## config.mk

```make
export PLATFORM = sky130hd
export DESIGN_NAME = k005297_byteacq_seq_flat
export DESIGN_NICKNAME = d
export VERILOG_FILES = /design/src/rtl/k005297_pkg.sv /design/src/rtl/k005297_byteacq_seq_if.sv /design/src/rtl/k005297_byteacq_wdt.sv /design/src/rtl/k005297_byteacq_seq.sv /design/src/flat_wrapper.sv
export SDC_FILE = /design/constraint.sdc
export NUM_CORES = 1
export LEC_CHECK = 0
export BUFFER_PORTS_ARGS = -buffer_cell sky130_fd_sc_hd__clkbuf_2
export CAP_MARGIN = 25
export CORE_UTILIZATION = 25
export CTS_CLUSTER_SIZE = 10
export DETAILED_ROUTE_END_ITERATION = 10
export MAX_ROUTING_LAYER = met4
export PLACE_DENSITY = 0.54
export SYNTH_ARGS = -nofsm -noshare
export SYNTH_HDL_FRONTEND = slang
export SYNTH_SLANG_ARGS = --single-unit
export TNS_END_PERCENT = 30
```

## constraint.sdc

```tcl
create_clock -name i_MCLK -period 1.73 [get_ports i_MCLK]
set_input_delay 0.4325 -clock i_MCLK [delete_from_list [all_inputs] [get_ports i_MCLK]]
set_output_delay 0.4325 -clock i_MCLK [all_outputs]
set_load 0.05 [all_outputs]
```

## src/rtl/k005297_pkg.sv

```systemverilog
// Shared types and defaults for the k005297 byte acquisition sequencer.
// States, byte-count width, output bundle and slot-mask helper.
package k005297_pkg;

  typedef enum logic [2:0] {
    S_IDLE,
    S_ARM,
    S_SHIFT,
    S_BYTEEND,
    S_WAIT,
    S_FIN
  } state_e;

  localparam int CNT_W          = 8;
  localparam int PAGE_BYTES_DEF = 64;
  localparam int BIT_SLOT_DEF   = 3;
  localparam int TIMEOUT_DEF    = 4096;

  typedef struct packed {
    logic act_n;
    logic newbyte;
    logic glcnt;
    logic bubwr;
    logic stb;
    logic ack;
    logic done;
  } seq_out_t;

  localparam seq_out_t OUT_RST = '{
    act_n:   1'b1,
    default: 1'b0
  };

  function automatic logic [19:0] slot_mask(input int slot);
    return 20'd1 << slot;
  endfunction

endpackage

```

## src/rtl/k005297_byteacq_seq_if.sv

```systemverilog
// Transfer requester handshake for the byte acquisition sequencer.
// master = page-transfer controller, slave = sequencer.
interface k005297_byteacq_seq_if;

  logic i_XFER_REQ;
  logic i_XFER_WR;
  logic o_XFER_ACK;
  logic o_XFER_DONE;
  logic o_XFER_ERR;

  modport master (
    output i_XFER_REQ,
    output i_XFER_WR,
    input  o_XFER_ACK,
    input  o_XFER_DONE,
    input  o_XFER_ERR
  );

  modport slave (
    input  i_XFER_REQ,
    input  i_XFER_WR,
    output o_XFER_ACK,
    output o_XFER_DONE,
    output o_XFER_ERR
  );

endinterface

```

## src/rtl/k005297_byteacq_wdt.sv

```systemverilog
// Stall watchdog: counts enable ticks without progress while active.
// Built only when K005297_BYTEACQ_WDT_EN is defined.
`ifdef K005297_BYTEACQ_WDT_EN
module k005297_byteacq_wdt #(
  parameter int TIMEOUT_TICKS = 4096
) (
  input  logic clk,
  input  logic rst_n,
  input  logic tick,
  input  logic active,
  input  logic progress,
  output logic expire
);

  localparam int W = $clog2(TIMEOUT_TICKS + 1);

  logic [W-1:0] cnt_q, cnt_d;
  logic         idle_tick;

  assign idle_tick = tick & active & ~progress;
  assign expire    = idle_tick &
                     (cnt_q == W'(TIMEOUT_TICKS - 1));

  always_comb begin
    cnt_d = cnt_q;
    if (tick) begin
      cnt_d = idle_tick ? cnt_q + W'(1) : '0;
    end
  end

  always_ff @(posedge clk or negedge rst_n) begin
    if (!rst_n) begin
      cnt_q <= '0;
    end else begin
      cnt_q <= cnt_d;
    end
  end

endmodule
`endif

```

## src/rtl/k005297_byteacq_seq.sv

```systemverilog
// Byte acquisition sequencer: arms, strobes and collects one page of bytes.
// Optional stall watchdog: define K005297_BYTEACQ_WDT_EN.
module k005297_byteacq_seq
  import k005297_pkg::*;
#(
  parameter int PAGE_BYTES    = PAGE_BYTES_DEF,
  parameter int BIT_SLOT      = BIT_SLOT_DEF,
  parameter int TIMEOUT_TICKS = TIMEOUT_DEF
) (
  input  logic                  i_MCLK,
  input  logic                  i_RST_n,
  input  logic                  i_CLK2M_PCEN_n,
  input  logic [19:0]           i_ROT20_n,
  k005297_byteacq_seq_if.slave  xfer,
  input  logic                  i_FIFO_RDY,
  input  logic                  i_BYTEACQ_DONE,
  output logic                  o_ACC_ACT_n,
  output logic                  o_NEWBYTE,
  output logic                  o_GLCNT_RD,
  output logic                  o_BUBWR_WAIT,
  output logic                  o_BYTE_STB,
  output logic [CNT_W-1:0]      o_BYTE_CNT
);

  state_e           state_q, state_d;
  seq_out_t         out_q, out_d;
  logic             wr_q, wr_d;
  logic             seen_q, seen_d;
  logic [CNT_W-1:0] cnt_q, cnt_d;
  logic [CNT_W-1:0] cnt_inc;
  logic             tick;
  logic             slot_hit;
  logic             req;
  logic             expire;

  assign tick     = ~i_CLK2M_PCEN_n;
  assign slot_hit = |(~i_ROT20_n & slot_mask(BIT_SLOT));
  assign req      = xfer.i_XFER_REQ;
  assign cnt_inc  = cnt_q + CNT_W'(1);

`ifdef K005297_BYTEACQ_WDT_EN
  logic active;
  logic progress;
  logic err_q, err_d;

  assign active   = (state_q == S_SHIFT) |
                    (state_q == S_WAIT);
  assign progress = ((state_q == S_SHIFT) & slot_hit) |
                    ((state_q == S_WAIT) & i_FIFO_RDY);

  k005297_byteacq_wdt #(
    .TIMEOUT_TICKS (TIMEOUT_TICKS)
  ) u_wdt (
    .clk      (i_MCLK),
    .rst_n    (i_RST_n),
    .tick     (tick),
    .active   (active),
    .progress (progress),
    .expire   (expire)
  );

  always_comb begin
    err_d = err_q;
    if (tick) begin
      if (state_q == S_IDLE && req) begin
        err_d = 1'b0;
      end else if (expire) begin
        err_d = 1'b1;
      end
    end
  end

  always_ff @(posedge i_MCLK or negedge i_RST_n) begin
    if (!i_RST_n) begin
      err_q <= 1'b0;
    end else begin
      err_q <= err_d;
    end
  end

  assign xfer.o_XFER_ERR = err_q;
`else
  assign expire          = 1'b0;
  assign xfer.o_XFER_ERR = (TIMEOUT_TICKS < 0);
`endif

  always_comb begin
    state_d = state_q;
    out_d   = out_q;
    wr_d    = wr_q;
    seen_d  = seen_q;
    cnt_d   = cnt_q;
    if (tick) begin
      out_d.newbyte = 1'b0;
      out_d.glcnt   = 1'b0;
      out_d.stb     = 1'b0;
      out_d.ack     = 1'b0;
      out_d.done    = 1'b0;
      // abort wins over every in-flight action
      if (state_q != S_IDLE && (!req || expire)) begin
        state_d = S_IDLE;
      end else begin
        unique case (state_q)
          S_IDLE: begin
            if (req) begin
              wr_d      = xfer.i_XFER_WR;
              cnt_d     = '0;
              out_d.ack = 1'b1;
              state_d   = S_ARM;
            end
          end
          S_ARM: begin
            out_d.newbyte = 1'b1;
            seen_d        = 1'b0;
            state_d       = S_SHIFT;
          end
          S_SHIFT: begin
            if (i_BYTEACQ_DONE && seen_q) begin
              state_d = S_BYTEEND;
            end else if (slot_hit) begin
              out_d.glcnt = 1'b1;
              seen_d      = 1'b1;
            end
          end
          S_BYTEEND: begin
            out_d.stb = 1'b1;
            cnt_d     = cnt_inc;
            if (cnt_inc == CNT_W'(PAGE_BYTES)) begin
              state_d = S_FIN;
            end else if (i_FIFO_RDY) begin
              state_d = S_ARM;
            end else begin
              state_d = S_WAIT;
            end
          end
          S_WAIT: begin
            if (i_FIFO_RDY) begin
              state_d = S_ARM;
            end
          end
          S_FIN: begin
            out_d.done = 1'b1;
            state_d    = S_IDLE;
          end
          default: begin
            state_d = S_IDLE;
          end
        endcase
      end
      out_d.act_n = (state_d == S_IDLE);
      out_d.bubwr = (state_d == S_WAIT) && wr_q;
    end
  end

  always_ff @(posedge i_MCLK or negedge i_RST_n) begin
    if (!i_RST_n) begin
      state_q <= S_IDLE;
      out_q   <= OUT_RST;
      wr_q    <= 1'b0;
      seen_q  <= 1'b0;
      cnt_q   <= '0;
    end else begin
      state_q <= state_d;
      out_q   <= out_d;
      wr_q    <= wr_d;
      seen_q  <= seen_d;
      cnt_q   <= cnt_d;
    end
  end

  assign o_ACC_ACT_n      = out_q.act_n;
  assign o_NEWBYTE        = out_q.newbyte;
  assign o_GLCNT_RD       = out_q.glcnt;
  assign o_BUBWR_WAIT     = out_q.bubwr;
  assign o_BYTE_STB       = out_q.stb;
  assign o_BYTE_CNT       = cnt_q;
  assign xfer.o_XFER_ACK  = out_q.ack;
  assign xfer.o_XFER_DONE = out_q.done;

endmodule

```

## src/flat_wrapper.sv

```systemverilog
// flat-port wrapper written by rule: the top's interface ports become plain ports
module k005297_byteacq_seq_flat import k005297_pkg::*;
#(
  parameter int PAGE_BYTES    = PAGE_BYTES_DEF,
  parameter int BIT_SLOT      = BIT_SLOT_DEF,
  parameter int TIMEOUT_TICKS = TIMEOUT_DEF
)
  (i_MCLK, i_RST_n, i_CLK2M_PCEN_n, i_ROT20_n, i_FIFO_RDY, i_BYTEACQ_DONE, o_ACC_ACT_n, o_NEWBYTE, o_GLCNT_RD, o_BUBWR_WAIT, o_BYTE_STB, o_BYTE_CNT, xfer_i_XFER_REQ, xfer_i_XFER_WR, xfer_o_XFER_ACK, xfer_o_XFER_DONE, xfer_o_XFER_ERR);
  k005297_byteacq_seq_if xfer_i ();
  input  logic i_MCLK;
  input  logic i_RST_n;
  input  logic i_CLK2M_PCEN_n;
  input  logic [19:0] i_ROT20_n;
  input  logic i_FIFO_RDY;
  input  logic i_BYTEACQ_DONE;
  output logic o_ACC_ACT_n;
  output logic o_NEWBYTE;
  output logic o_GLCNT_RD;
  output logic o_BUBWR_WAIT;
  output logic o_BYTE_STB;
  output logic [CNT_W-1:0] o_BYTE_CNT;
  input wire logic [$bits(xfer_i.i_XFER_REQ)-1:0] xfer_i_XFER_REQ;
  input wire logic [$bits(xfer_i.i_XFER_WR)-1:0] xfer_i_XFER_WR;
  output wire logic [$bits(xfer_i.o_XFER_ACK)-1:0] xfer_o_XFER_ACK;
  output wire logic [$bits(xfer_i.o_XFER_DONE)-1:0] xfer_o_XFER_DONE;
  output wire logic [$bits(xfer_i.o_XFER_ERR)-1:0] xfer_o_XFER_ERR;
  assign xfer_i.i_XFER_REQ = xfer_i_XFER_REQ;
  assign xfer_i.i_XFER_WR = xfer_i_XFER_WR;
  assign xfer_o_XFER_ACK = xfer_i.o_XFER_ACK;
  assign xfer_o_XFER_DONE = xfer_i.o_XFER_DONE;
  assign xfer_o_XFER_ERR = xfer_i.o_XFER_ERR;
  k005297_byteacq_seq #(.PAGE_BYTES(PAGE_BYTES), .BIT_SLOT(BIT_SLOT), .TIMEOUT_TICKS(TIMEOUT_TICKS)) u_core (.i_MCLK(i_MCLK), .i_RST_n(i_RST_n), .i_CLK2M_PCEN_n(i_CLK2M_PCEN_n), .i_ROT20_n(i_ROT20_n), .xfer(xfer_i), .i_FIFO_RDY(i_FIFO_RDY), .i_BYTEACQ_DONE(i_BYTEACQ_DONE), .o_ACC_ACT_n(o_ACC_ACT_n), .o_NEWBYTE(o_NEWBYTE), .o_GLCNT_RD(o_GLCNT_RD), .o_BUBWR_WAIT(o_BUBWR_WAIT), .o_BYTE_STB(o_BYTE_STB), .o_BYTE_CNT(o_BYTE_CNT));
endmodule
```

==> reports/qor.txt, run 1 <==
Reg power frac: 42.6%
Gate Count Post-Synth: 119
Vias/cell: 4.86
max-slew violation count: 0
Setup TNS: 0 ns
Layout Cells excl Fill: 198
total iterations of the first detailed-routing run: 4
Clock Path Buffers: 2
die area: 0.00464 mm²
cell area after synthesis: 0.00109 mm²
clock sink count: 20
CTS tree: done
YS warnings: 0
reg-to-reg endpoint: u_core.o_BUBWR_WAIT$_DFFE_PN0N_
row count: 23
Worst-Skew Late Latency: 0.26 ns
Area growth syn-to-layout: 24.4%
Via Count: 962
IO Pins: 43
#FFs+latches synth: 20
run status: complete, no violations
ys flop type: dfrtp_1
PortBufs: 22
Comb power frac: 37.1%
DR WL/cell: 12.9 µm
crit path kind: flip-flop to flip-flop
VDD IR max: 0.000479 V
Final period util: 95.0%
reg2reg path depth: 6
vias in the first global route: 986
GR peak layer: met2
Tmin final: 1.64 ns
# diodes: 0
initial core utilization: 26.8%
worst path required time: 1.88 ns
Max FO, Critical Path: 4
reg2reg start: u_core.o_BYTE_CNT[0]$_DFFE_PN0P_
pwr dens: 1150 mW/mm²
Syn Nets: 147
Final ANT Viol Nets: 0
Netlist cell types: 39
initial antenna violation count: 0
dpl hpwl: 1870 µm
Worst setup SP type: flip-flop
Fmax achieved: 609 MHz
Leak Pwr: 0.624 nW
largest net degree at the start of global routing: 21
GRT Residual Overflow: 0
dpl cells: 193
Layout Nets: 177
Final Util: 33.3%
Chip Width: 68.1 µm
unrepaired setup endpoints after global routing: no
R2R setup slack: 0.09 ns
worst hold path class: input pin to asynchronous set/reset pin
CTS H-Tree Depth: 1
Worst-path clk slew: 0.08 ns
Die H: 68.1 µm
CP arrival: 1.79 ns
worst clock skew: 0.00402 ns
overall routing resource usage: 13.0%
number of synthesized flops with an enable pin: 0
Power Internal: 0.000924 W
Hold Fails Final Rpt: 0
core box area: 0.00409 mm²
Clk pwr share: 20.3%
GPL Wtd Cong: 0.806
clk root buf: clkbuf_8
Sw Pwr: 0.000642 W
switching share of total power: 41.0%
post-synthesis area per instance: 9.19 µm²
ys async rst share: 100%
Initial DRC Count: 33
DRC: 0
setup violators final: 0
post-synth top area cell: dfrtp_1
met1 global-route usage: 15.5%
top cells by area, synth: dfrtp_1 43%, nand2_1 7.9%, o21ai_0 5.5%
M3 GR Usage: 2.83%
layout cells sized above 1: 32.4%
first-pass GRT wire length: 4420 µm
number of CTS-inserted buffers: 3
top-area cell type share of the netlist area: 43.5%
global-route met2 utilization: 20.7%
MaxCap Viol Count: 0
final WL: 2560 µm
CP endpoint kind: flip-flop
sequential area share after synthesis: 45.9%
-- critical path, stage by stage, from the launching register on --
cell      delay [ns]
dfrtp_2         0.40
ha_2            0.20
nand2_2         0.09
a21oi_1         0.09
o32ai_2         0.35
o211ai_1        0.16
a32o_1          0.24
-- cells by family after synthesis --
kind of cell,after synthesis,share of synthesized area [%]
AOI/OAI and AO/OA,33,20.3
xor gates and xnor gates,3,2.40
adders and majority gates,1,1.14
buffers and inverters,10,4.46
DFF,20,45.9
muxes,2,2.06
other,1,0.343
and+or+nand+nor,49,23.5
-- stage by stage --
step | setup WS [ns] | power [W] | hold slack, ns | cell area [µm²]
finish | 0.0872 | 0.00157 | 0.127 | 1360
global route | 0.0156 | 0.00168 | 0.170 | 1360
CTS | 0.0925 | 0.00158 | 0.145 | 1350
detailed placement | 0.0890 | 0.00126 | 0.429 | 1300
global placement | 0.123 | 0.00124 | 0.421 | 1300
floorplan | 0.0213 | 0.00111 | 0.137 | 1100
-- metal layers --
metal	share of wire, %	up-vias
met2	49	15
met1	46	458
met4	2.9	0
met3	2.6	8
li1	-	481
met5	0	-
-- cell usage after synthesis (2+ instances only) --
cell      count
buf_2         3
buf_4         2
a32o_1        2
nor2b_1       2
o31ai_1       3
nand2b_1      3
dfrtp_1      19
o32ai_1       2
o21ai_0      12
nand2_1      23
a21oi_1       3
nand3_1       5
inv_1         4
nor2_1        7
a22oi_1       2
xor2_1        2
a21oi_2       2
mux2_2        2
-- power by group through the flow --
stage / combinational, W / sequential [W] / clock [W]
finish: 0.000582 / 0.000667 / 0.000317
global placement: 0.000568 / 0.000672 / 0
detailed placement: 0.000581 / 0.000677 / 0
global route: 0.000644 / 0.000688 / 0.000351
floorplan: 0.000341 / 0.000773 / 0
CTS: 0.000584 / 0.000667 / 0.000331
-- cell usage in the layout (no fill, tap or decap), types with 2 or more instances in the layout --
master / Yosys / layout
nor2_1: 7 / 7
inv_1: 4 / 4
dfrtp_1: 19 / 17
dfrtp_2: 0 / 2
nand2b_1: 3 / 3
clkbuf_2: 0 / 22
a32o_1: 2 / 2
nor2b_1: 2 / 2
nand3_1: 5 / 5
a21oi_1: 3 / 3
a21oi_2: 2 / 2
o21ai_0: 12 / 12
nand2_1: 23 / 22
clkbuf_8: 0 / 3
o31ai_1: 3 / 3
xor2_1: 2 / 2
buf_4: 2 / 9
a22oi_1: 2 / 2
mux2_2: 2 / 2
-- worst max path at each step --
stage / from / end / slack (ns)
floorplan: u_core.o_BYTE_CNT[2]$_DFFE_PN0P_ / u_core.o_BUBWR_WAIT$_DFFE_PN0N_ / 0.02
global placement: u_core.o_BYTE_CNT[0]$_DFFE_PN0P_ / u_core.o_BUBWR_WAIT$_DFFE_PN0N_ / 0.12
detailed placement: u_core.o_BYTE_CNT[0]$_DFFE_PN0P_ / u_core.o_BUBWR_WAIT$_DFFE_PN0N_ / 0.09
CTS: u_core.o_BYTE_CNT[0]$_DFFE_PN0P_ / u_core.o_BUBWR_WAIT$_DFFE_PN0N_ / 0.09
global route: u_core.o_BYTE_CNT[0]$_DFFE_PN0P_ / u_core.o_BUBWR_WAIT$_DFFE_PN0N_ / 0.02
finish: u_core.o_BYTE_CNT[0]$_DFFE_PN0P_ / u_core.o_BUBWR_WAIT$_DFFE_PN0N_ / 0.09
-- cell type report --
class | instances | area (µm²)
Clock buffer | 4 | 45.0
Inverter | 4 | 15.0
Sequential cell | 20 | 504
Timing Repair Buffer | 31 | 178
Multi-Input combinational cell | 89 | 556
Tap cell | 50 | 62.6
Fill cell | 432 | 2730
-- state kept, by name, summed over array words and instances (netlist names) --
signal                   count
u_core.o_ACC_ACT_n           1
u_core.o_BUBWR_WAIT          1
u_core.o_BYTE_CNT            8
u_core.o_BYTE_STB            1
u_core.o_GLCNT_RD            1
u_core.o_NEWBYTE             1
u_core.seen_q                1
u_core.state_q               3
u_core.wr_q                  1
u_core.xfer.o_XFER_ACK       1
u_core.xfer.o_XFER_DONE      1
-- timing repair --
item / 4_1_cts / 5_1_grt
endpoints found under the setup margin: 1 / 1
buffers inserted: 0 / 1
gates resized for setup: 1 / 1
hold buffers: 0 / 0
hold endpoints to repair: 0 / 0
pin swaps: 0 / 3
(Power assumes the default switching activity.)
==> run 2: changes to the inputs <==
clock period = 2.02 ns   (was 1.73 ns; I/O delays follow)
==> reports/qor.txt, run 2 (synthesis results as in run 1) <==
layout cells sized above 1: 25.7% (-6.7 points)
# hold bufs at CTS: 0 (unchanged)
commonest non-fill, non-tap cells in the layout: 23 x nand2_1, 22 x clkbuf_2, 19 x dfrtp_1
pwr dens: 1050 mW/mm² (-8.9%)
Setup TNS: 0 ns (unchanged)
Clock Path Buffers: 2 (unchanged)
Slew @ Worst Pin: 0.519 ns
CP arrival: 1.94 ns (+0.15 ns)
worst hold path class: input pin to asynchronous set/reset pin
leading cell type in the layout, fill and taps excluded: nand2_1
VDD IR max: 0.000518 V (+8.3%)
dpl hpwl: 1790 µm (-4.5%)
crit path kind: flip-flop to flip-flop
CTS H-Tree Depth: 1 (unchanged)
DR WL/cell: 13.2 µm (+1.9%)
GPL Wtd Cong: 0.770 (-4.5%)
Worst-Skew Late Latency: 0.26 ns (about the same)
worst clock skew: 0.00237 ns (-0.00165 ns)
Final Util: 31.7% (-1.6 points)
Vias/cell: 4.98 (+2.5%)
multi-input logic area: 543 µm² (-2.3%)
clk root buf: clkbuf_8
overall routing resource usage: 12.5% (-0.51 points)
Area growth syn-to-layout: 18.4%
IO Pins: 43 (unchanged)
Relative slew margins: 65.4%
Max FO, Critical Path: 6 (+2)
Leak Pwr: 0.591 nW (-5.3%)
Post-DP Area: 0.00124 mm² (-4.4%)
max reg flops: 8 (unchanged)
initial antenna violation count: 0 (unchanged)
Initial DRC Count: 44 (+33%)
MaxCap Viol Count: 0 (unchanged)
number of CTS-inserted buffers: 3 (unchanged)
row count: 23 (unchanged)
Via Count: 946 (-1.7%)
Final period util: 88.5% (-6.4 points)
GRT Residual Overflow: 0 (unchanged)
total iterations of the first detailed-routing run: 4 (unchanged)
final WL: 2510 µm (-2.2%)
layout filler cell count: 440 (+1.9%)
die area: 0.00464 mm² (unchanged)
worst path required time: 2.17 ns (+0.29 ns)
run status: complete, no violations
first-pass GRT wire length: 4280 µm (-3.3%)
initial core utilization: 26.8% (unchanged)
PortBufs: 22 (unchanged)
CTS tree: done
flip-flop and latch area: 502 µm² (-0.50%)
unrepaired setup endpoints after global routing: no
Finished Cell Area: 0.00129 mm² (-4.8%)
Final ANT Viol Nets: 0 (unchanged)
Post CTS Setup Buffer Count: 0 (unchanged)
Die H: 68.1 µm (unchanged)
Tmin final: 1.79 ns (+0.146 ns)
largest net degree at the start of global routing: 21 (unchanged)
core box area: 0.00409 mm² (unchanged)
Hold Fails Final Rpt: 0 (unchanged)
# diodes: 0 (unchanged)
setup violators final: 0 (unchanged)
Worst setup SP type: flip-flop
Layout Nets: 169 (-4.5%)
DRC: 0 (unchanged)
Worst-path clk slew: 0.08 ns (about the same)
Fmax achieved: 559 MHz (-8.1%)
CP endpoint kind: flip-flop
max-slew violation count: 0 (unchanged)
vias in the first global route: 954 (-3.2%)
PostCTS Resize Cnt: 0 (-1)
clock sink count: 20 (unchanged)
Chip Width: 68.1 µm (unchanged)
R2R setup slack: 0.23 ns (+0.14 ns)
run 2: cell types whose count changed in the layout (fill, tap and decap cells not counted), sizes merged:
cell / change
buf: -8
run 2: final timing paths:
| path | start | end | cells past startpoint |
|---|---|---|---|
| setup / recovery | u_core.o_BYTE_CNT[0]$_DFFE_PN0P_ | u_core.o_BUBWR_WAIT$_DFFE_PN0N_ | 6 |
| hold / removal | i_RST_n | u_core.xfer.o_XFER_DONE$_DFFE_PN0N_ | 1 |
| setup reg to reg | u_core.o_BYTE_CNT[0]$_DFFE_PN0P_ | u_core.o_BUBWR_WAIT$_DFFE_PN0N_ | 6 |
| hold reg to reg | u_core.xfer.o_XFER_DONE$_DFFE_PN0N_ | u_core.xfer.o_XFER_DONE$_DFFE_PN0N_ | 2 |
| max in group asynchronous | i_RST_n | u_core.o_ACC_ACT_n$_DFFE_PN1N_ | 1 |
| min in group i_MCLK | xfer_i_XFER_WR | u_core.wr_q$_DFFE_PN0P_ | 2 |
run 2: layer usage:
layer | part of all wire, % | vias up | GRT usage [%]
met4 | 2.1 | 0 | 6.25
met3 | 2.5 | 4 | 1.00
met2 | 51 | 16 | 21.1
met5 | 0 | - | -
li1 | - | 468 | -
met1 | 44 | 458 | 14.9
run 2: final cells by class:
type,count,share of cell area (%)
multi-input combinational,89,41.9
sequential,20,38.7
timing repair buffer,23,9.08
tap,50,4.83
clock buffer,4,4.25
inverter,4,1.16
run 2: critical path: stages, from the launching register on:
cell and delay, ns:
dfrtp_1 0.43, ha_1 0.28, nand2_1 0.13, a21oi_1 0.08, o32ai_1 0.32, o211ai_1 0.16
a32o_1 0.27
run 2: where the power goes:
group          internal (W)  switching, W
Clock              0.000173      0.000136
Combinational      0.000145      0.000318
Sequential         0.000486     0.0000998
Total              0.000804      0.000555
run 2: metrics by stage:
| stage | hold slack [ns] | power (W) | setup WS (ns) | std cells |
|---|---|---|---|---|
| detailed placement | 0.469 | 0.00106 | 0.272 | 186 |
| floorplan | 0.209 | 0.000951 | 0.149 | 119 |
| global placement | 0.465 | 0.00104 | 0.291 | 186 |
| CTS | 0.228 | 0.00137 | 0.212 | 190 |
| finish | 0.207 | 0.00136 | 0.232 | 190 |
| global route | 0.243 | 0.00145 | 0.0464 | 190 |
